[config.mk]
export PLATFORM = sky130hd
export DESIGN_NAME = ex_muldiv_ctrl
export DESIGN_NICKNAME = d
export VERILOG_FILES = /design/src/rtl/riscv_pkg.sv /design/src/rtl/muldiv_dp.sv /design/src/rtl/ex_muldiv_ctrl.sv
export SDC_FILE = /design/constraint.sdc
export NUM_CORES = 1
export LEC_CHECK = 0
export ABC_AREA = 0
export CORE_ASPECT_RATIO = 0.6
export CORE_MARGIN = 2
export CORE_UTILIZATION = 36
export CTS_BUF_LIST = sky130_fd_sc_hd__clkbuf_4
export DETAILED_ROUTE_END_ITERATION = 6
export GPL_ROUTABILITY_DRIVEN = 0
export SYNTH_ARGS = -nofsm -noshare
export SYNTH_HDL_FRONTEND = slang
export SYNTH_HIERARCHICAL = 1
export SYNTH_SLANG_ARGS = --single-unit
[constraint.sdc]
create_clock -name clk -period 4.25 [get_ports clk]
set_input_delay 0.6375 -clock clk [delete_from_list [all_inputs] [get_ports clk]]
set_output_delay 0.6375 -clock clk [all_outputs]
set_load 0.02 [all_outputs]
[src/rtl/riscv_pkg.sv]
// Shared RISC-V core types: datapath width plus the mul/div opcode and controller state enums.
package riscv_pkg;

  localparam int XLEN = 32;

  typedef enum logic [1:0] {
    MD_MUL   = 2'd0,
    MD_MULHU = 2'd1,
    MD_DIVU  = 2'd2,
    MD_REMU  = 2'd3
  } muldiv_op_e;

  typedef enum logic [1:0] {
    IDLE = 2'd0,
    CALC = 2'd1,
    DONE = 2'd2
  } muldiv_state_e;

  function automatic logic is_div_op(input muldiv_op_e op);
    return (op == MD_DIVU) || (op == MD_REMU);
  endfunction

endpackage

[src/rtl/muldiv_dp.sv]
// Bit-serial unsigned datapath: shift-add multiply or restoring divide, one operand bit per step.
// acc holds the product high half / partial remainder, shreg the multiplier / quotient.
module muldiv_dp #(
  parameter int XLEN = 32
) (
  input  logic            clk,
  input  logic            rst,
  input  logic            load,
  input  logic            step,
  input  logic            is_div,
  input  logic [XLEN-1:0] a,
  input  logic [XLEN-1:0] b,
  output logic [XLEN-1:0] acc_nxt,
  output logic [XLEN-1:0] shreg_nxt
);

  logic [XLEN-1:0] acc;
  logic [XLEN-1:0] shreg;
  logic [XLEN-1:0] opnd;
  logic [XLEN:0]   mul_sum;
  logic [XLEN:0]   div_shift;
  logic [XLEN:0]   div_diff;
  logic            div_ok;

  always_comb begin
    mul_sum   = {1'b0, acc} + (shreg[0] ? {1'b0, opnd} : '0);
    div_shift = {acc, shreg[XLEN-1]};
    div_ok    = div_shift >= {1'b0, opnd};
    div_diff  = div_shift - {1'b0, opnd};
    if (is_div) begin
      acc_nxt   = div_ok ? div_diff[XLEN-1:0] : div_shift[XLEN-1:0];
      shreg_nxt = {shreg[XLEN-2:0], div_ok};
    end else begin
      acc_nxt   = mul_sum[XLEN:1];
      shreg_nxt = {mul_sum[0], shreg[XLEN-1:1]};
    end
  end

  // Multiply shifts the multiplier out of shreg; divide shifts the dividend out of it.
  always_ff @(posedge clk or posedge rst) begin
    if (rst) begin
      acc   <= '0;
      shreg <= '0;
      opnd  <= '0;
    end else if (load) begin
      acc   <= '0;
      shreg <= is_div ? a : b;
      opnd  <= is_div ? b : a;
    end else if (step) begin
      acc   <= acc_nxt;
      shreg <= shreg_nxt;
    end
  end

endmodule

[src/rtl/ex_muldiv_ctrl.sv]
// EX-stage iterative multiply/divide controller: FSM, pipeline stall/done and result select.
// Optional MULDIV_EARLY_OUT_EN finishes a zero-divisor/zero-multiplier op without iterating.
//   state | meaning
//   IDLE  | waiting for StartE
//   CALC  | first cycle loads the datapath, then one operand bit per cycle
//   DONE  | ResultE valid, DoneE pulses, pipeline released
module ex_muldiv_ctrl #(
  parameter int XLEN = riscv_pkg::XLEN
) (
  input  logic            clk,
  input  logic            rst,
  input  logic            FlushE,
  input  logic            StartE,
  input  logic [1:0]      OpE,
  input  logic [XLEN-1:0] SrcAE,
  input  logic [XLEN-1:0] SrcBE,
  output logic            StallE,
  output logic            DoneE,
  output logic [XLEN-1:0] ResultE,
  output logic            BusyE
);

  import riscv_pkg::*;

  localparam int CW = $clog2(XLEN + 1);

  muldiv_state_e   state;
  muldiv_state_e   state_nxt;
  logic [CW-1:0]   count;
  logic            loaded;
  logic [XLEN-1:0] a_q;
  logic [XLEN-1:0] b_q;
  muldiv_op_e      op_q;
  logic            start_ok;
  logic            early;
  logic            finish;
  logic            dp_load;
  logic            dp_step;
  logic            res_load;
  logic [XLEN-1:0] acc_nxt;
  logic [XLEN-1:0] shreg_nxt;
  logic [XLEN-1:0] final_res;
  logic [XLEN-1:0] res_nxt;

  assign start_ok = (state == IDLE) && StartE && !FlushE;
  assign dp_load  = (state == CALC) && !loaded;
  assign dp_step  = (state == CALC) && loaded && !FlushE;
  assign finish   = dp_step && (count == CW'(1));

`ifdef MULDIV_EARLY_OUT_EN
  logic [XLEN-1:0] early_res;

  assign early = start_ok && (SrcBE == '0);

  always_comb begin
    early_res = '0;
    case (muldiv_op_e'(OpE))
      MD_DIVU: early_res = '1;
      MD_REMU: early_res = SrcAE;
      default: early_res = '0;
    endcase
  end
`else
  assign early = 1'b0;
`endif

  always_comb begin
    state_nxt = state;
    case (state)
      IDLE: begin
        if (start_ok) state_nxt = early ? DONE : CALC;
      end
      CALC: begin
        if (FlushE)      state_nxt = IDLE;
        else if (finish) state_nxt = DONE;
      end
      DONE:    state_nxt = IDLE;
      default: state_nxt = IDLE;
    endcase
  end

  // StallE is masked during reset because StartE may still be held by the pipeline.
  always_comb begin
    StallE = !rst && (start_ok || (state == CALC));
    DoneE  = (state == DONE) && !FlushE;
    BusyE  = (state != IDLE);
  end

  // The last step's combinational output is captured so ResultE updates on DONE entry.
  always_comb begin
    final_res = '0;
    case (op_q)
      MD_MUL:   final_res = shreg_nxt;
      MD_MULHU: final_res = acc_nxt;
      MD_DIVU:  final_res = shreg_nxt;
      MD_REMU:  final_res = acc_nxt;
      default:  final_res = '0;
    endcase
    res_load = finish;
    res_nxt  = final_res;
`ifdef MULDIV_EARLY_OUT_EN
    if (early) begin
      res_load = 1'b1;
      res_nxt  = early_res;
    end
`endif
  end

  always_ff @(posedge clk or posedge rst) begin
    if (rst) begin
      state   <= IDLE;
      count   <= '0;
      loaded  <= 1'b0;
      a_q     <= '0;
      b_q     <= '0;
      op_q    <= MD_MUL;
      ResultE <= '0;
    end else begin
      state <= state_nxt;
      if (start_ok) begin
        a_q    <= SrcAE;
        b_q    <= SrcBE;
        op_q   <= muldiv_op_e'(OpE);
        count  <= CW'(XLEN);
        loaded <= 1'b0;
      end else if (dp_load) begin
        loaded <= 1'b1;
      end else if (dp_step) begin
        count <= count - CW'(1);
      end
      if (res_load) ResultE <= res_nxt;
    end
  end

  muldiv_dp #(.XLEN(XLEN)) u_dp (
    .clk       (clk),
    .rst       (rst),
    .load      (dp_load),
    .step      (dp_step),
    .is_div    (is_div_op(op_q)),
    .a         (a_q),
    .b         (b_q),
    .acc_nxt   (acc_nxt),
    .shreg_nxt (shreg_nxt)
  );

endmodule
### Word-level counts from Yosys, hierarchy flattened

Cells that the tools add are included.
Widths: inputs -> output; s select.

* output and inout bits: 35
* bits in registers: 203
* word-level logic and storage cells: 66
* input port bits: 70

* reductions and logical operators: 23
* muxes and demuxes: 20
* equality and inequality tests: 9
* order comparisons: 1
* add/sub/neg operators: 3

Operators by type and width (number)
* $mux 32: 10
* $pmux 32 s2: 1
* $add 32x32->33: 1
* $ge 33x32->1: 1
* $sub 32x32->32: 1
* $mux 6: 3
* $logic_and 1x1->1: 8
* $reduce_bool 2->1: 4
* $eq 2x2->1 const B: 3
* $eq 6x1->1 const B: 1
* $mux 2: 3
* $sub 6x1->6 const B: 1
* $eq 2x1->1 const B: 2
* $logic_not 2->1: 2
* $ne 2x2->1 const B: 2
* $pmux 2 s2: 1
* $reduce_and 2->1: 2
* $reduce_or 2->1: 2
* $logic_not 1->1: 3
* $ne 3x3->1 const B: 1
* $logic_or 1x1->1: 2
* $mux 1: 2

### Longest topological paths before layout

* word-level depth: 7
* gate-level depth with buffers: 16
* depth with buffers taken out: 15

### Modules after synthesis

The synthesis kept the hierarchy.

Modules (own cells, without submodules)
* muldiv_dp: area an instance 9411.5 sq um, cells each 1143, instances 1, sequential area each 2402.3 sq um
* ex_muldiv_ctrl: area an instance 4530.6 sq um, cells each 296, instances 1, sequential area each 2677.6 sq um

### Worst setup path after synthesis

Ideal clock, no wire load.

* path kind: register -> register
* from: register u_dp.shreg[0]
* to: register ResultE[29]
* arrival time: 3.573 ns
* clock period less this slack: 3.700 ns
* stages on the path, launching flop included: 16
* data required time: 4.122 ns
* path buffers: 1
* path slack: 0.550 ns
* setup time: 0.128 ns
* cell sequence: dfrtp_1 clkbuf_1 and2_1 ha_1 fa_1 a21oi_1 o21ai_0 o311ai_2 o21ai_0 a311o_1 a41oi_1 xnor2_1 nor2_1 nor2_1 mux2_2 mux2_1

* longest elaborated chain between the ends: 4

RTL lines
* start: declaration: line muldiv_dp.sv:18 `logic [XLEN-1:0] shreg;`
* start signal: assignment: line muldiv_dp.sv:47 `shreg <= is_div ? a : b;`
* start signal: assignment: line muldiv_dp.sv:51 `shreg <= shreg_nxt;`
* $mux 32: line muldiv_dp.sv:26 `mul_sum = {1'b0, acc} + (shreg[0] ? {1'b0, opnd} : '0);`
* $add 32x32->33: line muldiv_dp.sv:26
* $mux 32: line muldiv_dp.sv:30 `if (is_div) begin`
* net acc_nxt[29]: line ex_muldiv_ctrl.sv:40 `logic [XLEN-1:0] acc_nxt;`
* $pmux 32 s2: line ex_muldiv_ctrl.sv:92 `case (op_q)`
* end signal: assignment: line ex_muldiv_ctrl.sv:131 `if (res_load) ResultE <= res_nxt;`
* end: declaration: line ex_muldiv_ctrl.sv:19 `output logic [XLEN-1:0] ResultE,`

The timed path passes the listed nets, and every way through them passes these cells.
A chain may end at the register's enable or synchronous reset.

### Worst setup path after layout

* from: register u_dp.shreg[0]
* to: register ResultE[28]

Same word-level chain as after synthesis.

==> flow_summary.ini <==
[worst_setup_path]
arrival_ns = 4.71
slowest_delay_ns = 0.53
worst-setup-path-type = register to register
crit_slowest_cell = a211oi_1
end_kind = register
path_delay_family = compound AO/OA/AOI/OAI gates
worst_ep_required_time_ns = 4.83
cp-start-kind = register
worstPathCellList = buf_4 > and2_1 > ha_1 > a21o_1 > a211oi_1 > o2111ai_1 > o31ai_4 > o31a_1 > nor3_1 > a31o_2 > o32a_1 > mux2_2 > mux2_1
worstPathMaxFanout = 18
cp_num_buf_inv = 1
reg2reg_slack_ns = 0.12

[die]
chipHeight_um = 156
core_area_um2 = 37900
die_w_um = 258
dieArea_um2 = 40400
start_util = 0.368
rows = 55
io_pins = 105

[clock_network]
cts_num_sinks = 203
clk_pin_slew_worst_paths_ns = 0.10
clockRootBuffer = clkbuf_4
ctsHoldBuffers = 0
cts_tree = done
cts_max_level = 2
clk_path_buf_depth = 3
clk-insertion-delay-late_ns = 0.73
numCtsBuffers = 49

[timing]
hold_viol = 0
setup_viol = 0
slew_headroom = 0.353
period_needed_ns = 4.13
fin_tns_setup_ns = 0
rsz0062_at_grt = false
slew_viol_final = 0
period_share = 0.972
fin_worst_skew_ns = 0.0439
fmax_mhz = 242
worst_slew_pin_slew_ns = 0.971

[power]
powerDensity_nw_per_um2 = 777
leakagePower_uw = 0.00733
swShare = 0.465
p_seq_frac = 0.264
pwr-share-clk = 0.136
combPwrFrac = 0.600
intPower_uw = 6740
max-vdd-ir-drop_v = 0.000299
p_switching_uw = 5860

[cells_and_area]
finalNonFillerCells = 2095
diodes = 0
area_delta_synth_final_pct = 16.2
fin_nets = 1683
final_common_cell = dfrtp_1
mostFrequentLayoutCells = 202 x dfrtp_1, 164 x mux2_2, 123 x nor2_1, 104 x clkdlybuf4s50_1, 101 x nand2_1
post-route-cell-area_um2 = 16200
num-fill-cells = 3656
final_layout_size_suffix_gt1_frac = 0.189
finish.utilization = 0.427

[routing]
ant_nets = 0
drt_pass1_iterations = 6
drt_drc_violations_left = 0
wl_per_cell_um = 19.3
viasPerCell = 5.48
vias = 11500
drt_wl_total_um = 40400
dr.first_iter.drc_count = 991

[synth]
yosysSeqAreaShare = 0.364
synth_area_um2 = 13900
yosys_register_bits = 203
syn_area_per_cell_um2 = 9.69
synth_nets = 1577
synth_edf_count = 0
ys.flop_type = dfrtp_1
ys_types = 77
yosys_warnings = 6
async_flop_share = 1.00
syn_inst = 1439

[worst_hold_path]
hold_path_class = register to register

[grt]
grt_max_degree = 119
grt-busiest-layer = met1
grt_antenna_before_repair = 0
global_route.usage.met1 = 0.302
grt_usage = 0.200
grt_first_pass_wirelength_um = 64100
grt_pass1_vias = 11200
met3_usage = 0.0530
grt_remaining_overflow = 0
grtUsageMet2 = 0.282

[flow_run]
drv_cap = 0

[placement]
dp.final_hpwl_um = 29200
place_inst = 2007
dpl-instance-area_um2 = 15600
port_buffers = 104

[run_status]
status = complete, no violations
[power groups by stage]
stage	combinational [uW]	sequential [uW]	clock, uW
6_report	7560	3330	1710
5_1_grt	8270	3410	1880
4_1_cts	7420	3310	1770
3_5_place_dp	7350	3340	0
3_3_place_gp	7250	3320	0
2_1_floorplan	5510	3080	0
[cell families after synthesis]
group / share of synthesized area
AOI/OAI and AO/OA: 0.155
xor gates and xnor gates: 0.0333
adders and majority gates: 0.0621
buffers and inverters: 0.0413
DFF: 0.364
muxes: 0.216
and+or+nand+nor: 0.128
[path summary, 6_finish.rpt]
check | depth (start not counted) | start | end
max | 13 | u_dp/shreg[0] | ResultE[28]
min | 1 | ResultE[15] | ResultE[15]
max reg2reg | 13 | u_dp/shreg[0] | ResultE[28]
min reg2reg | 1 | ResultE[15] | ResultE[15]
max in group asynchronous | 3 | rst | u_dp/shreg[30]
min in group asynchronous | 2 | rst | u_dp/shreg[19]
[worst register-to-register path: stages, from the launching register on]
cell       delay (ns)
dfrtp_1          0.41
buf_4            0.23
and2_1           0.19
ha_1             0.29
a21o_1           0.17
a211oi_1         0.53
o2111ai_1        0.29
o31ai_4          0.40
o31a_1           0.29
nor3_1           0.07
a31o_2           0.21
o32a_1           0.36
mux2_2           0.27
mux2_1           0.28
[sequential cells by signal (all words and copies together) (netlist names)]
name,count
u_dp/opnd,32
ResultE,32
loaded,1
u_dp/shreg,32
op_q,2
count,6
state,2
a_q,32
u_dp/acc,32
b_q,32
[stage by stage]
step	setup slack, ns	hold slack [ns]	power (uW)
floorplan	0.550	0.470	8590
global placement	0.111	0.480	10600
detailed placement	-0.000610	0.488	10700
CTS	0.176	0.479	12500
global route	0.0333	0.492	13600
finish	0.118	0.498	12600
[synthesized netlist by cell type (all sizes together), types with 9 or more instances]
master	count	area [um^2]
nor2	125	477
mux2i	84	841
xnor2	32	280
nor3	12	60.1
and2	36	225
mux2	193	2170
nand4	12	90.1
xor2	21	184
nand2	102	390
a211oi	14	105
dfrtp	203	5080
a31oi	26	178
o21bai	11	82.6
o21a	17	135
nand3	19	95.1
o21ai	75	379
a21oi	95	475
inv	62	233
buf	19	125
ha	66	826
and3	9	56.3
a21o	34	255
nand2b	11	68.8
clkbuf	58	218
[layout make-up]
class,instances,area (um^2),area share
sequential,203,5080,0.314
tap,513,642,0.0396
timing repair buffer,132,1290,0.0795
multi-input combinational,1097,8320,0.513
clock inverter,15,90.1,0.00556
clock buffer,73,548,0.0338
inverter,62,238,0.0147
[per-layer routing]
metal / wire length, um / share of wire
met1: 20100 / 0.50
met2: 16300 / 0.40
met3: 3310 / 0.082
met4: 618 / 0.015
met5: 0 / 0
[timing repair]
item	4_1_cts	5_1_grt
pin swaps	0	1
setup endpoints to repair	1	5
setup buffers	0	0
resized for setup	1	3
No activity file was read; power rests on OpenSTA's default activity.
